--- config.mk ---
export PLATFORM = sky130hd
export DESIGN_NAME = serial_to_parallel_4bits_flat
export DESIGN_NICKNAME = d
export VERILOG_FILES = /design/src/rtl/serial_to_parallel_4bits_pkg.sv /design/src/rtl/serial_to_parallel_4bits_if.sv /design/src/rtl/serial_to_parallel_4bits_bit_counter.sv /design/src/rtl/serial_to_parallel_4bits.sv /design/src/flat_wrapper.sv
export SDC_FILE = /design/constraint.sdc
export NUM_CORES = 1
export LEC_CHECK = 0
export BUFFER_PORTS_ARGS = -buffer_cell sky130_fd_sc_hd__buf_2
export CAP_MARGIN = 30
export CORE_AREA = 2 2 39 41
export DETAILED_ROUTE_END_ITERATION = 6
export DIE_AREA = 0 0 41 43
export GPL_TIMING_DRIVEN = 0
export PLACE_DENSITY = 0.59
export SYNTH_ARGS = -nofsm -noshare
export SYNTH_HDL_FRONTEND = slang
export SYNTH_SLANG_ARGS = --single-unit
--- constraint.sdc ---
create_clock -name clk -period 1.5 [get_ports clk]
set_input_delay 0.15 -clock clk [delete_from_list [all_inputs] [get_ports clk]]
set_output_delay 0.15 -clock clk [all_outputs]
set_load 0.02 [all_outputs]
--- src/rtl/serial_to_parallel_4bits_pkg.sv ---
`default_nettype none
// +----------------------------------------------------------------------------+
// | Module      : serial_to_parallel_4bits_pkg                                 |
// | Description : Shared word/counter widths and FSM state encoding.           |
// | Revision    : 1.0 - initial release                                        |
// +----------------------------------------------------------------------------+
package serial_to_parallel_4bits_pkg;

    localparam int WIDTH     = 4;
    localparam int CNT_WIDTH = 2;

    typedef enum logic [0:0] {
        IDLE = 1'b0,
        RECV = 1'b1
    } state_t;

endpackage : serial_to_parallel_4bits_pkg
`default_nettype wire

--- src/rtl/serial_to_parallel_4bits_if.sv ---
`default_nettype none
// +----------------------------------------------------------------------------+
// | Module      : serial_to_parallel_4bits_if                                  |
// | Description : Serial input / parallel output bundle for the deserializer. |
// | Revision    : 1.0 - initial release                                        |
// +----------------------------------------------------------------------------+
interface serial_to_parallel_4bits_if;
    import serial_to_parallel_4bits_pkg::*;

    logic                 sin;
    logic                 sin_valid;
    logic                 abort;
    logic [WIDTH-1:0]     Out;
    logic                 out_valid;
    logic [CNT_WIDTH-1:0] bit_cnt;
    logic                 busy;

    modport master (
        output sin, sin_valid, abort,
        input  Out, out_valid, bit_cnt, busy
    );

    modport slave (
        input  sin, sin_valid, abort,
        output Out, out_valid, bit_cnt, busy
    );

endinterface : serial_to_parallel_4bits_if
`default_nettype wire

--- src/rtl/serial_to_parallel_4bits_bit_counter.sv ---
`default_nettype none
// +----------------------------------------------------------------------------+
// | Module      : bit_counter_2bits                                            |
// | Description : 2-bit up counter with async reset, sync clear and enable.   |
// | Revision    : 1.0 - initial release                                        |
// +----------------------------------------------------------------------------+
module bit_counter_2bits
    import serial_to_parallel_4bits_pkg::*;
(
    input  wire                  clk,
    input  wire                  rst_n,
    input  wire                  sync_clr,
    input  wire                  en,
    output logic [CNT_WIDTH-1:0] count
);

    logic [CNT_WIDTH-1:0] r_count;

    // Synchronous clear wins over enable so completion/abort always land on 0.
    always_ff @(posedge clk or negedge rst_n) begin
        if (!rst_n) begin
            r_count <= '0;
        end else if (sync_clr) begin
            r_count <= '0;
        end else if (en) begin
            r_count <= r_count + CNT_WIDTH'(1);
        end
    end

    assign count = r_count;

endmodule : bit_counter_2bits
`default_nettype wire

--- src/rtl/serial_to_parallel_4bits.sv ---
`default_nettype none
// +----------------------------------------------------------------------------+
// | Module      : serial_to_parallel_4bits                                     |
// | Description : MSB-first serial-to-parallel word assembler with abort.     |
// | Revision    : 1.0 - initial release                                        |
// +----------------------------------------------------------------------------+
module serial_to_parallel_4bits #(
    parameter int WIDTH = serial_to_parallel_4bits_pkg::WIDTH
) (
    input  wire                              clk,
    input  wire                              clear,
    serial_to_parallel_4bits_if.slave        bus
);
    import serial_to_parallel_4bits_pkg::*;

    state_t               r_state;
    logic [WIDTH-1:0]     r_shreg;
    logic [WIDTH-1:0]     r_out;
    logic                 r_out_valid;
    logic [CNT_WIDTH-1:0] w_cnt;
    logic                 w_accept;
    logic                 w_last;
    logic [WIDTH-1:0]     w_next_word;

    assign w_accept    = bus.sin_valid & ~bus.abort;
    assign w_last      = (w_cnt == CNT_WIDTH'(WIDTH - 1));
    assign w_next_word = {r_shreg[WIDTH-2:0], bus.sin};

    bit_counter_2bits u_bit_counter (
        .clk      (clk),
        .rst_n    (clear),
        .sync_clr (bus.abort | (w_accept & w_last)),
        .en       (w_accept),
        .count    (w_cnt)
    );

    always_ff @(posedge clk or negedge clear) begin
        if (!clear) begin
            r_state     <= IDLE;
            r_shreg     <= '0;
            r_out       <= '0;
            r_out_valid <= 1'b0;
        end else begin
            r_out_valid <= 1'b0;
            if (bus.abort) begin
                r_state <= IDLE;
                r_shreg <= '0;
            end else if (bus.sin_valid) begin
                r_shreg <= w_next_word;
                if (w_last) begin
                    r_out       <= w_next_word;
                    r_out_valid <= 1'b1;
                    r_state     <= IDLE;
                end else begin
                    r_state     <= RECV;
                end
            end
        end
    end

    assign bus.Out       = r_out;
    assign bus.out_valid = r_out_valid;
    assign bus.bit_cnt   = w_cnt;
    assign bus.busy      = (r_state == RECV);

endmodule : serial_to_parallel_4bits
`default_nettype wire
--- src/flat_wrapper.sv ---
// flat-port wrapper written by rule: the top's interface ports become plain ports
module serial_to_parallel_4bits_flat import serial_to_parallel_4bits_pkg::*;
#(
    parameter int WIDTH = serial_to_parallel_4bits_pkg::WIDTH
)
  (clk, clear, bus_sin, bus_sin_valid, bus_abort, bus_Out, bus_out_valid, bus_bit_cnt, bus_busy);
  serial_to_parallel_4bits_if bus_i ();
  input  wire clk;
  input  wire clear;
  input wire logic [$bits(bus_i.sin)-1:0] bus_sin;
  input wire logic [$bits(bus_i.sin_valid)-1:0] bus_sin_valid;
  input wire logic [$bits(bus_i.abort)-1:0] bus_abort;
  output wire logic [$bits(bus_i.Out)-1:0] bus_Out;
  output wire logic [$bits(bus_i.out_valid)-1:0] bus_out_valid;
  output wire logic [$bits(bus_i.bit_cnt)-1:0] bus_bit_cnt;
  output wire logic [$bits(bus_i.busy)-1:0] bus_busy;
  assign bus_i.sin = bus_sin;
  assign bus_i.sin_valid = bus_sin_valid;
  assign bus_i.abort = bus_abort;
  assign bus_Out = bus_i.Out;
  assign bus_out_valid = bus_i.out_valid;
  assign bus_bit_cnt = bus_i.bit_cnt;
  assign bus_busy = bus_i.busy;
  serial_to_parallel_4bits #(.WIDTH(WIDTH)) u_core (.clk(clk), .clear(clear), .bus(bus_i));
endmodule
==> flow_summary.ini, run 1 <==
[outcome]
status = complete, no violations

[sta]
slew_viol_final = 0
finalHoldViolCount = 0
finClkSkew_ns = 0.003416
fin_crit_ns = 1.230
setup_viol = 0
maxSlewHeadroom_pct = 83.58
worst_pin_slew_ns = 0.2464
fin_tns_setup_ns = 0
fin_crit_sh_pct = 81.97
fmax_mhz = 813.3
layout_setup_ws_ns = 0.2705
rsz0062_at_grt = no

[place]
placed_area_sq_um = 548.0
dp.final_hpwl_um = 533.4
port_buffers = 11
place_congestion = 0.6177
pre_cts_slack_ns = 0.2723

[logic_synthesis]
ys_seq_area_share_pct = 58.20
yosys.area.top_type = dfrtp_1
synth_cell_type_count = 12
synth.top_cells.by_count = 11 x dfrtp_1, 4 x mux2_4, 4 x nor2_1
yosysMostFrequentCell = dfrtp_1
yosysWarnings = 0
async_flop_share_pct = 100.0
synth_compound_area_share_pct = 2.116
synth_top_family_by_area = multiplexers
syn_inst = 33
synthSimpleGateAreaFrac_pct = 12.96
synth_top_flop_cell = dfrtp_1
synth-edff-count = 0
yosysTopAreaCellShare_pct = 58.20
synthMuxAreaShare_pct = 19.05
synth_seq_cells = 11
syn-num-nets = 39
synth.cell_area_sq_um = 473.0
synth_area_leaders = dfrtp_1 58%, mux2_4 13%, mux2i_1 6.3%
synthXorXnorAreaFrac_pct = 1.852
synth_fa_ha_area_share_pct = 2.646
avgSynthCellArea_sq_um = 14.33

[cells_and_area]
fin_area_sq_um = 584.3
fin_util_pct = 42.22
area_delta_synth_final_pct = 23.54
fillers = 124
num-nets-final = 56
drive_gt1_share_pct = 40.82
n_antenna_cell = 0

[hold_path]
hold_end = u_core.bus.Out[0]
hp-start = bus_sin
worstHoldPathCells = 2
hold_path_class = primary input to register

[grt]
grt_pass1_vias = 290
grt_antenna_before_repair = 0
overflow = 0
grt_pass1_wl_um = 1262
gr-usage-all-layers_pct = 11.29
grt_max_degree = 12

[setup_path]
cp_max_fo = 5
startpoint_type = register
r2r.worst_path.cells = 3
worstPathArrival_ns = 1.38
crit_type = register to register
rrSetupSlack_ns = 0.27
r2r-start = u_core.u_bit_counter.count[0]
critical_path_required_ns = 1.65
end_kind = register
r2r-end = u_core.bus.Out[1]

[power_and_ir_drop]
power.density_cell_area_nw_per_um2 = 1055
p_total_mw = 0.6164
ir_drop_mv = 0.7264
power.leakage_nw = 0.3442

[floorplanning]
die_w_um = 41
rows = 14
start_util_pct = 34.18
die_h_um = 43
ioPinCount = 13
core_area_sq_um = 1384
dieArea_sq_um = 1763

[cts]
holdBufCountCts = 1
clkTransAtPathRegs_ns = 0.07
cts_setup_buffers = 0
cts_tree = built
ctsResizeCount = 0
cts.path.max_buffers = 2
clk-insertion-delay-late_ns = 0.27
root_buffer = clkbuf_4
clock_sinks = 11
cts_htree_levels = 1
cts_buffers = 3

[detailed_routing]
vias = 280
wire_per_inst_um = 11.51
dr.first_iter.drc_count = 0
wl_um = 748
final_antenna_net_count = 0
via_per_inst = 4.308
drc = 0
drt-pass1-iter-count = 1

[job]
cap_violations = 0
==> stage by stage <==
| stage | hold slack, ns | instances |
|---|---|---|
| 5_1_grt | 0.1269 | 65 |
| 3_3_place_gp | 0.03173 | 60 |
| 2_1_floorplan | -0.1456 | 33 |
| 4_1_cts | 0.1302 | 65 |
| 6_report | 0.1357 | 65 |
| 3_5_place_dp | 0.03384 | 60 |
==> registers in the layout (all words and copies together) (netlist names) <==
register	count
u_core.u_bit_counter.count	2
u_core.r_shreg	3
u_core.bus.out_valid	1
u_core.bus.Out	4
u_core.bus.busy	1
==> kinds of logic (layout without fill, tap and decap cells) <==
family / after synthesis / count (layout)
buffers and inverters: 2 / 18
AO/OA/AOI/OAI: 2 / 2
XOR/XNOR: 1 / 1
multiplexers: 7 / 7
adder cells (fa/ha/maj): 1 / 1
AND/OR/NAND/NOR: 9 / 9
flip-flops: 11 / 11
==> cell type report <==
cell class | instances | area (sq um) | share of cell area (%)
Buffer | 1 | 11.26 | 1.927
Sequential cell | 11 | 275.3 | 47.11
Multi-Input combinational cell | 20 | 182.7 | 31.26
Timing Repair Buffer | 12 | 65.06 | 11.13
Inverter | 1 | 3.754 | 0.6424
Tap cell | 16 | 20.02 | 3.426
Clock buffer | 4 | 26.28 | 4.497
==> layer usage <==
metal	routed length [um]	GRT usage [%]	up-vias
met2	313	15.31	12
met1	369	14.77	127
li1	-	-	141
met4	0	0	0
met3	64	9.424	0
met5	0	0	-
==> worst max-delay path, stage by stage, from the launching register on <==
cell and delay [ns]:
dfrtp_1 0.41, ha_1 0.26, nand3b_4 0.14, mux2_4 0.31
==> report_power, final <==
group / internal [mW] / switching, mW / leakage [nW] / total [mW]
clock: 0.103 / 0.0980 / 0.0150 / 0.201
combinational: 0.0416 / 0.0489 / 0.180 / 0.0905
sequential: 0.314 / 0.0109 / 0.149 / 0.325
==> how the worst max path moves through the flow <==
stage,from,end,slack (ns)
floorplan,u_core.u_bit_counter.count[0],u_core.bus.Out[0],0.23
global placement,u_core.u_bit_counter.count[0],u_core.bus.Out[1],0.28
detailed placement,u_core.u_bit_counter.count[0],u_core.bus.Out[0],0.27
CTS,u_core.u_bit_counter.count[0],u_core.bus.Out[0],0.26
global route,u_core.u_bit_counter.count[0],u_core.bus.Out[1],0.21
finish,u_core.u_bit_counter.count[0],u_core.bus.Out[1],0.27
==> layout by cell type, fill, tap and decap left out <==
master and instances:
dfrtp_1 11, clkbuf_4 3, mux2_4 4, clkbuf_1 1
ha_1 1, buf_2 11, buf_6 1, nand3b_1 1
a21oi_1 2, mux2i_1 3, nand3b_4 1, nand2b_1 3
nor2_1 4, inv_1 1, xnor2_1 1, dlygate4sd3_1 1
(Power assumes the default switching activity.)
==> run 2, diff against run 1 <==
--- a/config.mk
+++ b/config.mk
@@ -11,7 +11,7 @@
 export DETAILED_ROUTE_END_ITERATION = 6
 export DIE_AREA = 0 0 41 43
 export GPL_TIMING_DRIVEN = 0
-export PLACE_DENSITY = 0.59
+export PLACE_DENSITY = 0.61
 export SYNTH_ARGS = -nofsm -noshare
 export SYNTH_HDL_FRONTEND = slang
 export SYNTH_SLANG_ARGS = --single-unit
==> constraint.sdc (replaced) <==
create_clock -name clk -period 1.05 [get_ports clk]
set_input_delay 0.105 -clock clk [delete_from_list [all_inputs] [get_ports clk]]
set_output_delay 0.105 -clock clk [all_outputs]
set_load 0.02 [all_outputs]
==> flow_summary.ini, run 2 (synthesis gave the netlist of run 1 again) <==
[floorplanning]
ioPinCount = 13
die_w_um = 41
core_area_sq_um = 1384
die_h_um = 43
dieArea_sq_um = 1763
rows = 14
start_util_pct = 34.18

[outcome]
status = finished, violations left
violations = setup timing

[cells_and_area]
seq_area_sq_um = 277.8
fin_util_pct = 45.30
n_antenna_cell = 0
drive_gt1_share_pct = 49.02
fin_area_sq_um = 626.9
largest_reg_flops = 4
layout.cells.non_filler = 67
area_delta_synth_final_pct = 32.54
final_cell_mix = 9 x buf_2, 9 x dfrtp_1, 4 x mux2_4, 4 x nor2_1
num-nets-final = 58
multi_input_area_sq_um = 195.2
fillers = 140

[grt]
grt_antenna_before_repair = 0
grt_pass1_wl_um = 1359
overflow = 0
grt_max_degree = 12
gr-usage-all-layers_pct = 11.89
grt_pass1_vias = 311

[setup_path]
critical_path_required_ns = 1.20
crit_buf_inv = 0
crit_type = register to register
cp_max_fo = 5
critPathMaxStageDelay_ns = 0.42
end_kind = register
slowest_stage = dfrtp_2
worstPathArrival_ns = 1.29
worst-path-stages = 3
crit_family = flip-flops
startpoint_type = register
path_cells = ha_4 > nand3b_4 > mux2_4
r2r.worst_path.cells = 3

[detailed_routing]
drt-pass1-iter-count = 2
dr.first_iter.drc_count = 3
drc = 0
vias = 303
final_antenna_net_count = 0
wire_per_inst_um = 11.81
wl_um = 791
via_per_inst = 4.522

[sta]
fmax_mhz = 874.7
maxSlewHeadroom_pct = 83.43
slew_viol_final = 0
setup_viol = 6
fin_crit_sh_pct = 108.9
fin_crit_ns = 1.143
finClkSkew_ns = 0.002813
layout_setup_ws_ns = -0.09321
holdWs_ns = 0.09224
finalHoldViolCount = 0
rsz0062_at_grt = yes
fin_tns_setup_ns = -0.3771
worst_pin_slew_ns = 0.2485

[place]
pre_cts_slack_ns = -0.09849
placed_area_sq_um = 563.0
port_buffers = 11
dp.final_hpwl_um = 561.8
dp_cells = 60
place_congestion = 0.6251

[hold_path]
hold_path_class = primary input to register
worstHoldPathCells = 2

[cts]
root_buffer = clkbuf_4
clkTransAtPathRegs_ns = 0.07
cts.path.max_buffers = 2
clk-insertion-delay-late_ns = 0.26
clock_sinks = 11
cts_htree_levels = 1
cts_tree = built
cts_buffers = 3

[power_and_ir_drop]
power.density_cell_area_nw_per_um2 = 1438
clockPowerShare_pct = 30.9
combPwrFrac_pct = 17.2
power.leakage_nw = 0.3522
p_total_mw = 0.9012
seq_power_share_pct = 51.9
ir_drop_mv = 0.8114
p_switching_mw = 0.2252
switching_share_pct = 24.99
cellInternalPower_mw = 0.6760

[job]
cap_violations = 0
[run 2: layout make-up]
cell class | instances | share of cell area [%]
Sequential cell | 11 | 44.31
Buffer | 1 | 1.796
Inverter | 1 | 0.5988
Tap cell | 16 | 3.194
Multi-Input combinational cell | 20 | 31.14
Timing Repair Buffer | 14 | 14.77
Clock buffer | 4 | 4.192
[run 2: layer usage]
metal | routed length (um) | share of wire (%) | global-route usage [%]
met5 | 0 | 0 | 0
met4 | 0 | 0 | 4.000
met3 | 59 | 7.5 | 6.283
met2 | 373 | 47 | 17.19
met1 | 357 | 45 | 14.72
[run 2: timing repair]
action                                  CTS  global route
gates resized for setup                   4             0
cloned                                    0             0
pin swaps                                 0             1
hold buffers                              1             0
endpoints found under the setup margin    4             6
setup buffers                             2             0
endpoints found under the hold margin    11             0
[run 2: worst paths after layout]
kind / startpoint / end / slack, ns
max: u_core.u_bit_counter.count[0] / u_core.bus.Out[0] / -0.09
min: bus_abort / u_core.u_bit_counter.count[1] / 0.09
max reg2reg: u_core.u_bit_counter.count[0] / u_core.bus.Out[0] / -0.09
min reg2reg: u_core.bus.Out[2] / u_core.bus.Out[2] / 0.50
max in group asynchronous: clear / u_core.u_bit_counter.count[0] / 0.59
min in group asynchronous: clear / u_core.bus.out_valid / 0.24
[run 2: power by group through the flow]
stage               logic [mW]  clock network (mW)  registers, mW
floorplan               0.0576                   0          0.504
global route             0.170               0.311          0.471
global placement         0.129                   0          0.477
finish                   0.155               0.278          0.468
detailed placement       0.132                   0          0.478
CTS                      0.156               0.295          0.468
==> run 3, diff against run 2 <==
--- a/config.mk
+++ b/config.mk
@@ -10,7 +10,6 @@
 export CORE_AREA = 2 2 39 41
 export DETAILED_ROUTE_END_ITERATION = 6
 export DIE_AREA = 0 0 41 43
-export GPL_TIMING_DRIVEN = 0
 export PLACE_DENSITY = 0.61
 export SYNTH_ARGS = -nofsm -noshare
 export SYNTH_HDL_FRONTEND = slang
==> constraint.sdc (replaced) <==
create_clock -name clk -period 1.05 [get_ports clk]
set_input_delay 0.105 -clock clk [delete_from_list [all_inputs] [get_ports clk]]
set_output_delay 0.105 -clock clk [all_outputs]
set_load 0.01 [all_outputs]
==> flow_summary.ini, run 3 (synthesis gave the netlist of run 1 again) <==
[cts]
cts_htree_levels = 1
root_buffer = clkbuf_4
clkTransAtPathRegs_ns = 0.07
clock_sinks = 11
cts_buffers = 3
cts.path.max_buffers = 2
cts_tree = built
clk-insertion-delay-late_ns = 0.27

[grt]
grt_pass1_vias = 283
grt_max_degree = 12
grt_antenna_before_repair = 0
grt_pass1_wl_um = 1255
overflow = 0
gr-usage-all-layers_pct = 10.99

[sta]
fin_crit_ns = 1.143
maxSlewHeadroom_pct = 83.49
rsz0062_at_grt = yes
worst_pin_slew_ns = 0.2477
fin_crit_sh_pct = 108.8
setup_viol = 4
finClkSkew_ns = 0.004302
holdWs_ns = 0.08468
layout_setup_ws_ns = -0.09260
finalHoldViolCount = 0
fmax_mhz = 875.2
fin_tns_setup_ns = -0.3432
slew_viol_final = 0

[detailed_routing]
vias = 298
dr.first_iter.drc_count = 3
drt-pass1-iter-count = 4
final_antenna_net_count = 0
wl_um = 794
wire_per_inst_um = 11.34
drc = 0
via_per_inst = 4.257

[place]
dp.final_hpwl_um = 590.9
place_congestion = 0.6701
pre_cts_slack_ns = -0.08319
dp_cells = 64
placed_area_sq_um = 574.3
port_buffers = 12

[floorplanning]
dieArea_sq_um = 1763
core_area_sq_um = 1384
rows = 14
start_util_pct = 34.18
die_h_um = 43
die_w_um = 41
ioPinCount = 13

[cells_and_area]
num-nets-final = 61
fillers = 125
multi_input_area_sq_um = 185.2
largest_reg_flops = 4
n_antenna_cell = 0
area_delta_synth_final_pct = 32.01
drive_gt1_share_pct = 48.15
layout.cells.non_filler = 70
fin_util_pct = 45.12
fin_area_sq_um = 624.3
seq_area_sq_um = 275.3
final_cell_mix = 11 x buf_2, 11 x dfrtp_1, 5 x buf_4

[power_and_ir_drop]
switching_share_pct = 23.86
p_total_mw = 0.8826
seq_power_share_pct = 52.5
power.density_cell_area_nw_per_um2 = 1414
combPwrFrac_pct = 15.5
cellInternalPower_mw = 0.6721
ir_drop_mv = 0.8576
clockPowerShare_pct = 32.0
power.leakage_nw = 0.3651
p_switching_mw = 0.2106

[setup_path]
worstPathArrival_ns = 1.29
end_kind = register
crit_type = register to register
startpoint_type = register
cp_max_fo = 5
critical_path_required_ns = 1.20

[outcome]
status = finished, violations left
violations = setup timing

[hold_path]
hold_path_class = primary input to register

[job]
cap_violations = 0
[run 3: cell count changes in the layout (fill, tap and decap cells not counted)]
cell / delta
dfrtp_2: -2
buf_6: -2
buf_2: +2
ha_4: -1
ha_2: +1
buf_4: +3
dfrtp_1: +2
[run 3: path summary, 6_finish.rpt]
kind / slack (ns) / cells past startpoint / end / startpoint
worst max register to register: -0.09 / 3 / u_core.bus.Out[1] / u_core.u_bit_counter.count[0]
worst max-delay path: -0.09 / 3 / u_core.bus.Out[1] / u_core.u_bit_counter.count[0]
min in group asynchronous: 0.23 / 2 / u_core.bus.Out[3] / clear
max in group asynchronous: 0.62 / 2 / u_core.r_shreg[0] / clear
worst min-delay path: 0.08 / 2 / u_core.bus.Out[0] / bus_sin
worst min register to register: 0.51 / 1 / u_core.bus.Out[1] / u_core.bus.Out[1]
[run 3: routing by layer]
metal | routed length (um) | vias up | GRT usage [%]
met4 | 0 | 0 | 4.000
met1 | 421 | 129 | 16.44
li1 | - | 154 | -
met3 | 59 | 0 | 7.853
met2 | 314 | 15 | 11.88
met5 | 0 | - | 0
[run 3: power groups by stage]
stage               combinational [mW]  clock [mW]  sequential, mW
finish                           0.137       0.283           0.463
global route                     0.149       0.317           0.466
CTS                              0.132       0.295           0.464
detailed placement               0.129           0           0.471
global placement                 0.129           0           0.472
floorplan                       0.0559           0           0.483
[run 3: cell type report]
class	count	share of cell area (%)
clock buffer	4	4.208
inverter	1	0.6012
multi-input combinational	20	29.66
sequential	11	44.09
tap	16	3.206
timing repair buffer	18	18.24
[run 3: worst max-delay path, stage by stage (launching register included)]
cell,delay (ns)
dfrtp_1,0.39
ha_2,0.21
nand3b_4,0.13
mux2_4,0.31
[run 3: what timing repair did]
action,in CTS,in global routing
buffers inserted,1,0
hold endpoints to repair,11,0
setup endpoints to repair,4,7
resized for setup,0,1
hold buffers,1,0
pin swaps,2,3
